--- src/rtl/buzzer_request_scheduler.sv ---
// rtl/buzzer_request_scheduler.sv - priority scheduler sharing one buzzer among three beep requesters
//
// Latches beep requests from three sources, grants the buzzer to the highest
// pending source and plays that source's burst of tones and gaps, each timed
// in whole milliseconds derived from CLK.
//
// Optional feature macro: BUZZER_PREEMPT_EN
//   defined   - a higher-priority pending request aborts a burst in ON/OFF
//   undefined - bursts always run to completion
//
// Ports:
//   CLK      in   system clock (50 MHz nominal)
//   RSTn     in   asynchronous active-low reset
//   Req      in   [2:0] request levels, bit 2 highest priority
//   Grant    out  [2:0] one-hot owner of the current burst, 0 when idle
//   Busy     out  high whenever the scheduler is not idle
//   Done     out  one-cycle pulse when a burst completes normally
//   Pin_Out  out  buzzer drive, high = tone
module buzzer_request_scheduler #(
   parameter logic [15:0] T1MS   = 16'd49_999,
   parameter logic [9:0]  ON_MS  = 10'd100,
   parameter logic [9:0]  OFF_MS = 10'd50,
   parameter logic [2:0]  BEEPS0 = 3'd1,
   parameter logic [2:0]  BEEPS1 = 3'd2,
   parameter logic [2:0]  BEEPS2 = 3'd3
) (
   input  logic       CLK,
   input  logic       RSTn,
   input  logic [2:0] Req,
   output logic [2:0] Grant,
   output logic       Busy,
   output logic       Done,
   output logic       Pin_Out
);

   typedef enum logic [2:0] {
      S_IDLE  = 3'd0,
      S_ON    = 3'd1,
      S_OFF   = 3'd2,
      S_DONE  = 3'd3,
      S_GUARD = 3'd4
   } state_t;

   state_t      state, state_nxt;
   logic [2:0]  pending;
   logic [2:0]  grant_nxt;
   logic [2:0]  left, left_nxt;
   logic [2:0]  clr_mask;
   logic [15:0] sub_cnt;
   logic [9:0]  ms_cnt;
   logic        tick;
   logic        on_end;
   logic        off_end;
   logic        preempt;

   assign tick = (sub_cnt == T1MS);

   // Phases end on the tick that would make ms reach the target, so each
   // phase lasts exactly target * (T1MS+1) cycles.
   assign on_end  = tick && (ms_cnt == ON_MS - 10'd1);
   assign off_end = tick && (ms_cnt == OFF_MS - 10'd1);

`ifdef BUZZER_PREEMPT_EN
   logic [2:0] higher;

   // Pending requests strictly above the current owner.
   always_comb begin
      higher = 3'b000;
      case (Grant)
         3'b001:  higher = pending & 3'b110;
         3'b010:  higher = pending & 3'b100;
         default: higher = 3'b000;
      endcase
   end

   assign preempt = |higher;
`else
   assign preempt = 1'b0;
`endif

   always_comb begin
      state_nxt = state;
      grant_nxt = Grant;
      left_nxt  = left;
      clr_mask  = 3'b000;
      case (state)
         S_IDLE: begin
            if (|pending) begin
               state_nxt = S_ON;
               if (pending[2]) begin
                  grant_nxt = 3'b100;
                  left_nxt  = BEEPS2;
               end else if (pending[1]) begin
                  grant_nxt = 3'b010;
                  left_nxt  = BEEPS1;
               end else begin
                  grant_nxt = 3'b001;
                  left_nxt  = BEEPS0;
               end
            end
         end
         S_ON: begin
            if (preempt) begin
               // Aborted owner keeps its pending bit and restarts later.
               grant_nxt = 3'b000;
               state_nxt = S_GUARD;
            end else if (on_end) begin
               state_nxt = (left > 3'd1) ? S_OFF : S_DONE;
            end
         end
         S_OFF: begin
            if (preempt) begin
               grant_nxt = 3'b000;
               state_nxt = S_GUARD;
            end else if (off_end) begin
               left_nxt  = left - 3'd1;
               state_nxt = S_ON;
            end
         end
         S_DONE: begin
            clr_mask  = Grant;
            grant_nxt = 3'b000;
            state_nxt = S_GUARD;
         end
         S_GUARD: begin
            if (off_end) state_nxt = S_IDLE;
         end
         default: state_nxt = S_IDLE;
      endcase
   end

   always_ff @(posedge CLK or negedge RSTn) begin
      if (!RSTn) begin
         state   <= S_IDLE;
         Grant   <= 3'b000;
         left    <= 3'd0;
         pending <= 3'b000;
         sub_cnt <= 16'd0;
         ms_cnt  <= 10'd0;
      end else begin
         state   <= state_nxt;
         Grant   <= grant_nxt;
         left    <= left_nxt;
         // A new request on the same edge as the clear keeps the bit set.
         pending <= (pending & ~clr_mask) | Req;
         if (state_nxt != state) begin
            sub_cnt <= 16'd0;
            ms_cnt  <= 10'd0;
         end else if (tick) begin
            sub_cnt <= 16'd0;
            ms_cnt  <= ms_cnt + 10'd1;
         end else begin
            sub_cnt <= sub_cnt + 16'd1;
         end
      end
   end

   assign Busy    = (state != S_IDLE);
   assign Done    = (state == S_DONE);
   assign Pin_Out = (state == S_ON);

endmodule
--- config.mk ---
export PLATFORM = sky130hd
export DESIGN_NAME = buzzer_request_scheduler
export DESIGN_NICKNAME = d
export VERILOG_FILES = /design/src/rtl/buzzer_request_scheduler.sv
export SDC_FILE = /design/constraint.sdc
export NUM_CORES = 1
export LEC_CHECK = 0
export CAP_MARGIN = 10
export CORE_AREA = 10 10 75 64
export CTS_CLUSTER_DIAMETER = 200
export DETAILED_ROUTE_END_ITERATION = 8
export DIE_AREA = 0 0 85 74
export PLACE_DENSITY = 0.83
export SETUP_SLACK_MARGIN = 0.2
export SYNTH_ARGS = -nofsm -noshare
export SYNTH_HDL_FRONTEND = slang
export SYNTH_SLANG_ARGS = --single-unit
--- constraint.sdc ---
create_clock -name CLK -period 3.1 [get_ports CLK]
set_input_delay 0.31 -clock CLK [delete_from_list [all_inputs] [get_ports CLK]]
set_output_delay 0.31 -clock CLK [all_outputs]
set_load 0.01 [all_outputs]
Word level (Yosys, flattened, before mapping)
Index checks and enable logic that the tools add are counted.
- logic and storage cells: 52
- register bits: 38
- order comparisons: 1
- add/subtract/negate cells: 3
- equality and inequality tests: 10
- reduce and logical (&&, ||, !) cells: 10
- mux-type cells: 19
- bitwise logic cells: 3
- operators by type and width (operator ; number):
    2-to-1 mux 16 bit ; 2
    2-to-1 mux 3 bit ; 9
    2-to-1 mux 10 bit ; 2
    adder 16 x 1 -> 16 bit (second input constant) ; 1
    == test 16 bit (second input constant) ; 1
    case mux 3 bit (5 select lines) ; 1
    case mux 3 bit (2 select lines) ; 2
    adder 10 x 1 -> 10 bit (second input constant) ; 1
    == test 10 x 6 -> 1 bit (second input constant) ; 1
    == test 10 x 7 -> 1 bit (second input constant) ; 1
    == test 3 x 2 -> 1 bit (second input constant) ; 2
    nonzero test 2 bit ; 3
    2-to-1 mux 2 bit ; 2
    != test 2 bit (second input constant) ; 2
    bitwise AND 3 bit ; 1
    == test 3 x 1 -> 1 bit (second input constant) ; 1
    == test 3 bit (second input constant) ; 1
    > comparator 3 x 1 -> 1 bit (second input constant) ; 1
    zero test 3 bit ; 1
    != test 3 bit ; 1
    NOT 3 bit ; 1
    OR 3 bit ; 1
    AND reduction 3 bit ; 1
    nonzero test 3 bit ; 1
    other kinds (5) ; 6

Depth between registers and ports, before layout
- depth in word-level cells: 6
- gate-level depth with buffers: 9
- gate-level depth less buffers: 7

Least setup slack after synthesis
No wires, ideal clock.
- path type: register to register
- start: reg sub_cnt[0]
- end: reg sub_cnt[0]
- data arrival time: 2.077 ns
- period minus slack after synthesis: 2.157 ns
- path buffers: 2
- cell stages (with the launch flop): 10
- slack: 0.943 ns
- path through: dfrtp_1 ha_1 and3_1 buf_6 and4_4 nand3_4 or3b_1 a22o_4 buf_6 nor3_4
- longest elaborated chain between the ends: 6
- ends and longest elaborated chain (what ; RTL line ; RTL):
    start, declared ; 49 ; logic [15:0] sub_cnt;
    start signal, assigned ; 153 ; sub_cnt <= sub_cnt + 16'd1;
    == test 16 bit ; 56 ; assign tick = (sub_cnt == T1MS);
    logical AND 1 bit (on tied branches) ; 61, 60 ;
    2-to-1 mux 3 bit (on tied branches) ; 126, 107, 115 ;
    case mux 3 bit (5 select lines) ; 86 ; case (state)
    != test 3 bit ; 146 ; if (state_nxt != state) begin
    2-to-1 mux 16 bit * ; 146 ;
Mark *: on every way between the ends. The rest lies on a longest branch, timed or not.
A chain may end at the register's enable or synchronous reset.

Final worst setup path
- start: reg state[1]
- end: out Pin_Out
- longest elaborated chain between the ends: 1
- ends and longest elaborated chain (what ; RTL line ; RTL):
    start, declared ; 44 ; state_t state, state_nxt;
    start signal, assigned ; 141 ; state <= state_nxt;
    == test 3 x 1 -> 1 bit ; 160 ; assign Pin_Out = (state == S_ON);
    end, declared ; 33 ; output logic Pin_Out
Every way passes these cells.

==> metrics.md <==
| Metric | Value |
|---|---|
| Layout cells sized above 1 | a little under a tenth |
| Die Height | about 74 µm |
| FF-to-FF path depth | 7 |
| TritonCTS clock tree | yes |
| Worst setup path startpoint | state[1] |
| Num CTS Buffers | 5 |
| Worst reg2reg path endpoint | ms_cnt[2] |
| GP Congestion | ~0.85 |
| ANT cells | 0 |
| Cell with the most instances after synthesis | dfrtp_1 |
| Status | complete, no violations |
| Worst setup path end | Pin_Out |
| FF-to-FF Start | sub_cnt[0] |
| R2r setup slk | 890 ps |
| Routed WL | roughly 3900 µm |
| Fin cells | between 200 and 300 |
| Fin. max-slew vios | 0 |
| Top cells by area, synth | dfrtp_1 (46%), nor2_1 (6.0%), xnor2_1 (5.5%) |
| Largest net degree at the start of global routing | 39 |
| Post-route DRC violation count | 0 |
| Mapped Area | 2077 µm² |
| Htree depth | 2 |
| Top Ports | 11 |
| Crit path arrival time | 1910 ps |
| Max-Cap Viols | 0 |
| Worst Path Class, Setup | flip-flop to output pin |
| First-pass GRT wire length | 6927 µm |
| Critical Path Source Type | flip-flop |
| Gr ovfl total | 0 |
| Post-Syn Area per Cell | about 9.8 µm² |
| Nets | ~230 |
| Drt wl/cell | between 10 and 15 µm |
| Ys async rst share | 100.0% |
| Syn Inst Count | 212 |
| Final setup TNS | 0 ps |
| LEAKAGE | about 0.96 nW |
| Gr usage total | between 10% and 20% |
| Vias | around 1500 |
| Synth warnings | 0 |
| Setup bufs post-CTS | 0 |
| CTS root buf | clkbuf_8 |
| Clock sink count | 38 |
| Area Overhead vs Synth | 8.916% |
| DRT Pass-1 Iters | 4 |
| Yosys reg bits | 38 |
| Core footprint | 3352 µm² |
| Share of the synthesized area in the top cell type | around 46% |
| Post-synth top flop | dfrtp_1 |
| HPWL Detailed | 2800 µm |
| Port bufs | 10 |
| Clk buf depth | 2 |
| Clock skew | just under 9 ps |
| Worst-Margin Slew | approximately 830 ps |
| Worst-path fanout max | 8 |
| Pwr dens | about 450 nW/µm² |
| Setup violators final | 0 |
| Unique masters post-synth | 43 |
| Vias in the first global route | about 1500 |
| EDFF count, synth | 0 |
| Placed Instances | roughly 260 |
| CTS hold repair buffers | 0 |
| CP required | approximately 2800 ps |
| Hold/Removal Path Class | input port to async pin |
| Clk slew on worst S/H paths | 70 ps |
| Tightest hold margin | between 100 and 150 ps |
| Max Clock Freq | ~450 MHz |
| Initial Util | 61.96% |
| Crit. End Element | output pin |
| Synthesized Nets | 222 |
| Worst skew pair latency | 290 ps |
| Die X | roughly 85 µm |
| Remaining antenna violation count | 0 |
| Rel. slew slack | between 40% and 50% |
| Maximum vdd drop | 310.9 µV |
| Die area | ~6300 µm² |
| Initial drt markers | 93 |
| Fin crit share | a little under three quarters |
| Rows | 19 |
| Leading cell types by count after synthesis | dfrtp_1 (38), nor2_1 (33), nand2_1 (15), xnor2_1 (13) |
| Yosys top cell by area | dfrtp_1 |
| Post-CTS resize count | 0 |
| Min Tclk post-route | 2223 ps |
| Fin. Hold Viols | 0 |
| Initial antenna violation count | 0 |
| Sequential area share after synthesis | 45.78% |
| Via/cell ratio | roughly 5.6 |
| RSZ-0062 raised after global routing | no |
## layout by cell type, fill, tap and decap left out, types with 2 or more instances in the layout
master / netlist / layout
a21o_1: 2 / 2
a21oi_1: 6 / 6
and2_1: 3 / 3
and3_1: 2 / 2
clkbuf_8: 0 / 5
clkdlybuf4s50_1: 0 / 9
clkinv_2: 0 / 2
dfrtp_1: 38 / 38
ha_1: 5 / 5
inv_1: 11 / 11
mux2i_1: 3 / 3
nand2_1: 15 / 15
nand3_1: 12 / 12
nand4_1: 6 / 6
nor2_1: 33 / 33
nor3_1: 12 / 12
nor3_4: 2 / 2
nor3b_1: 2 / 2
nor4_1: 2 / 2
nor4bb_1: 2 / 2
o21ai_0: 4 / 4
o22ai_1: 2 / 2
or2_2: 2 / 2
or3_1: 2 / 2
xnor2_1: 13 / 13
xor2_1: 10 / 10
## critical path, cell delays in order (launching register included)
cell             delay (ps)
dfrtp_1                 460
nor3b_1                 510
clkdlybuf4s50_1         650
## logic make-up after synthesis
kind of cell	after synthesis	synth area share, %
simple gates	108	29.82
flops	38	45.78
xor+xnor	23	9.699
compound gates	19	6.265
buf+inv	16	3.976
fa+ha+maj	5	3.012
mux	3	1.446
## final cells by class
class | count | area [µm²]
fill | 255 | 1090
multi-input combinational | 158 | 1044
sequential | 38 | 950.9
timing repair buffer | 10 | 95.09
clock buffer | 5 | 68.82
tap | 42 | 52.55
inverter | 11 | 41.29
clock inverter | 2 | 10.01
## state kept, by name, indices dropped and copies added (netlist names)
register  cells
Grant         3
left          3
ms_cnt       10
pending       3
state         3
sub_cnt      16
## worst min-delay path by stage
stage | from | depth (start not counted) | to
5_1_grt | RSTn | 1 | left[0]
2_1_floorplan | RSTn | 0 | Grant[0]
3_5_place_dp | RSTn | 1 | Grant[1]
4_1_cts | RSTn | 1 | left[0]
6_report | RSTn | 1 | sub_cnt[12]
3_3_place_gp | RSTn | 1 | left[1]
## metal layers
metal / up-vias / GRT usage, % / part of all wire, %
li1: 761 / - / -
met1: 707 / 16.88 / 48
met2: 29 / 21.26 / 46
met3: 5 / 3.493 / 4.4
met4: 0 / 6.934 / 1.4
met5: - / 0 / 0
## power breakdown
part / internal (W) / switching, W
Clock: 0.000151 / 0.000162
Sequential: 0.000534 / 0.0000478
Combinational: 0.0000576 / 0.0000614
Total: 0.000742 / 0.000272
## through the flow
stage / setup slack, ps / utilization, % / power (W) / instance area, µm²
after floorplan: 943.1 / - / 0.0006737 / 2077
after global placement: 943.5 / 65.14 / 0.0007058 / 2183
after detailed placement: 874.1 / 65.14 / 0.0007100 / 2183
after CTS: 871.8 / 67.49 / 0.001025 / 2262
after global routing: 727.5 / 67.49 / 0.001067 / 2262
final: 877.1 / 67.49 / 0.001014 / 2262
No activity file was read; power rests on OpenSTA's default activity.
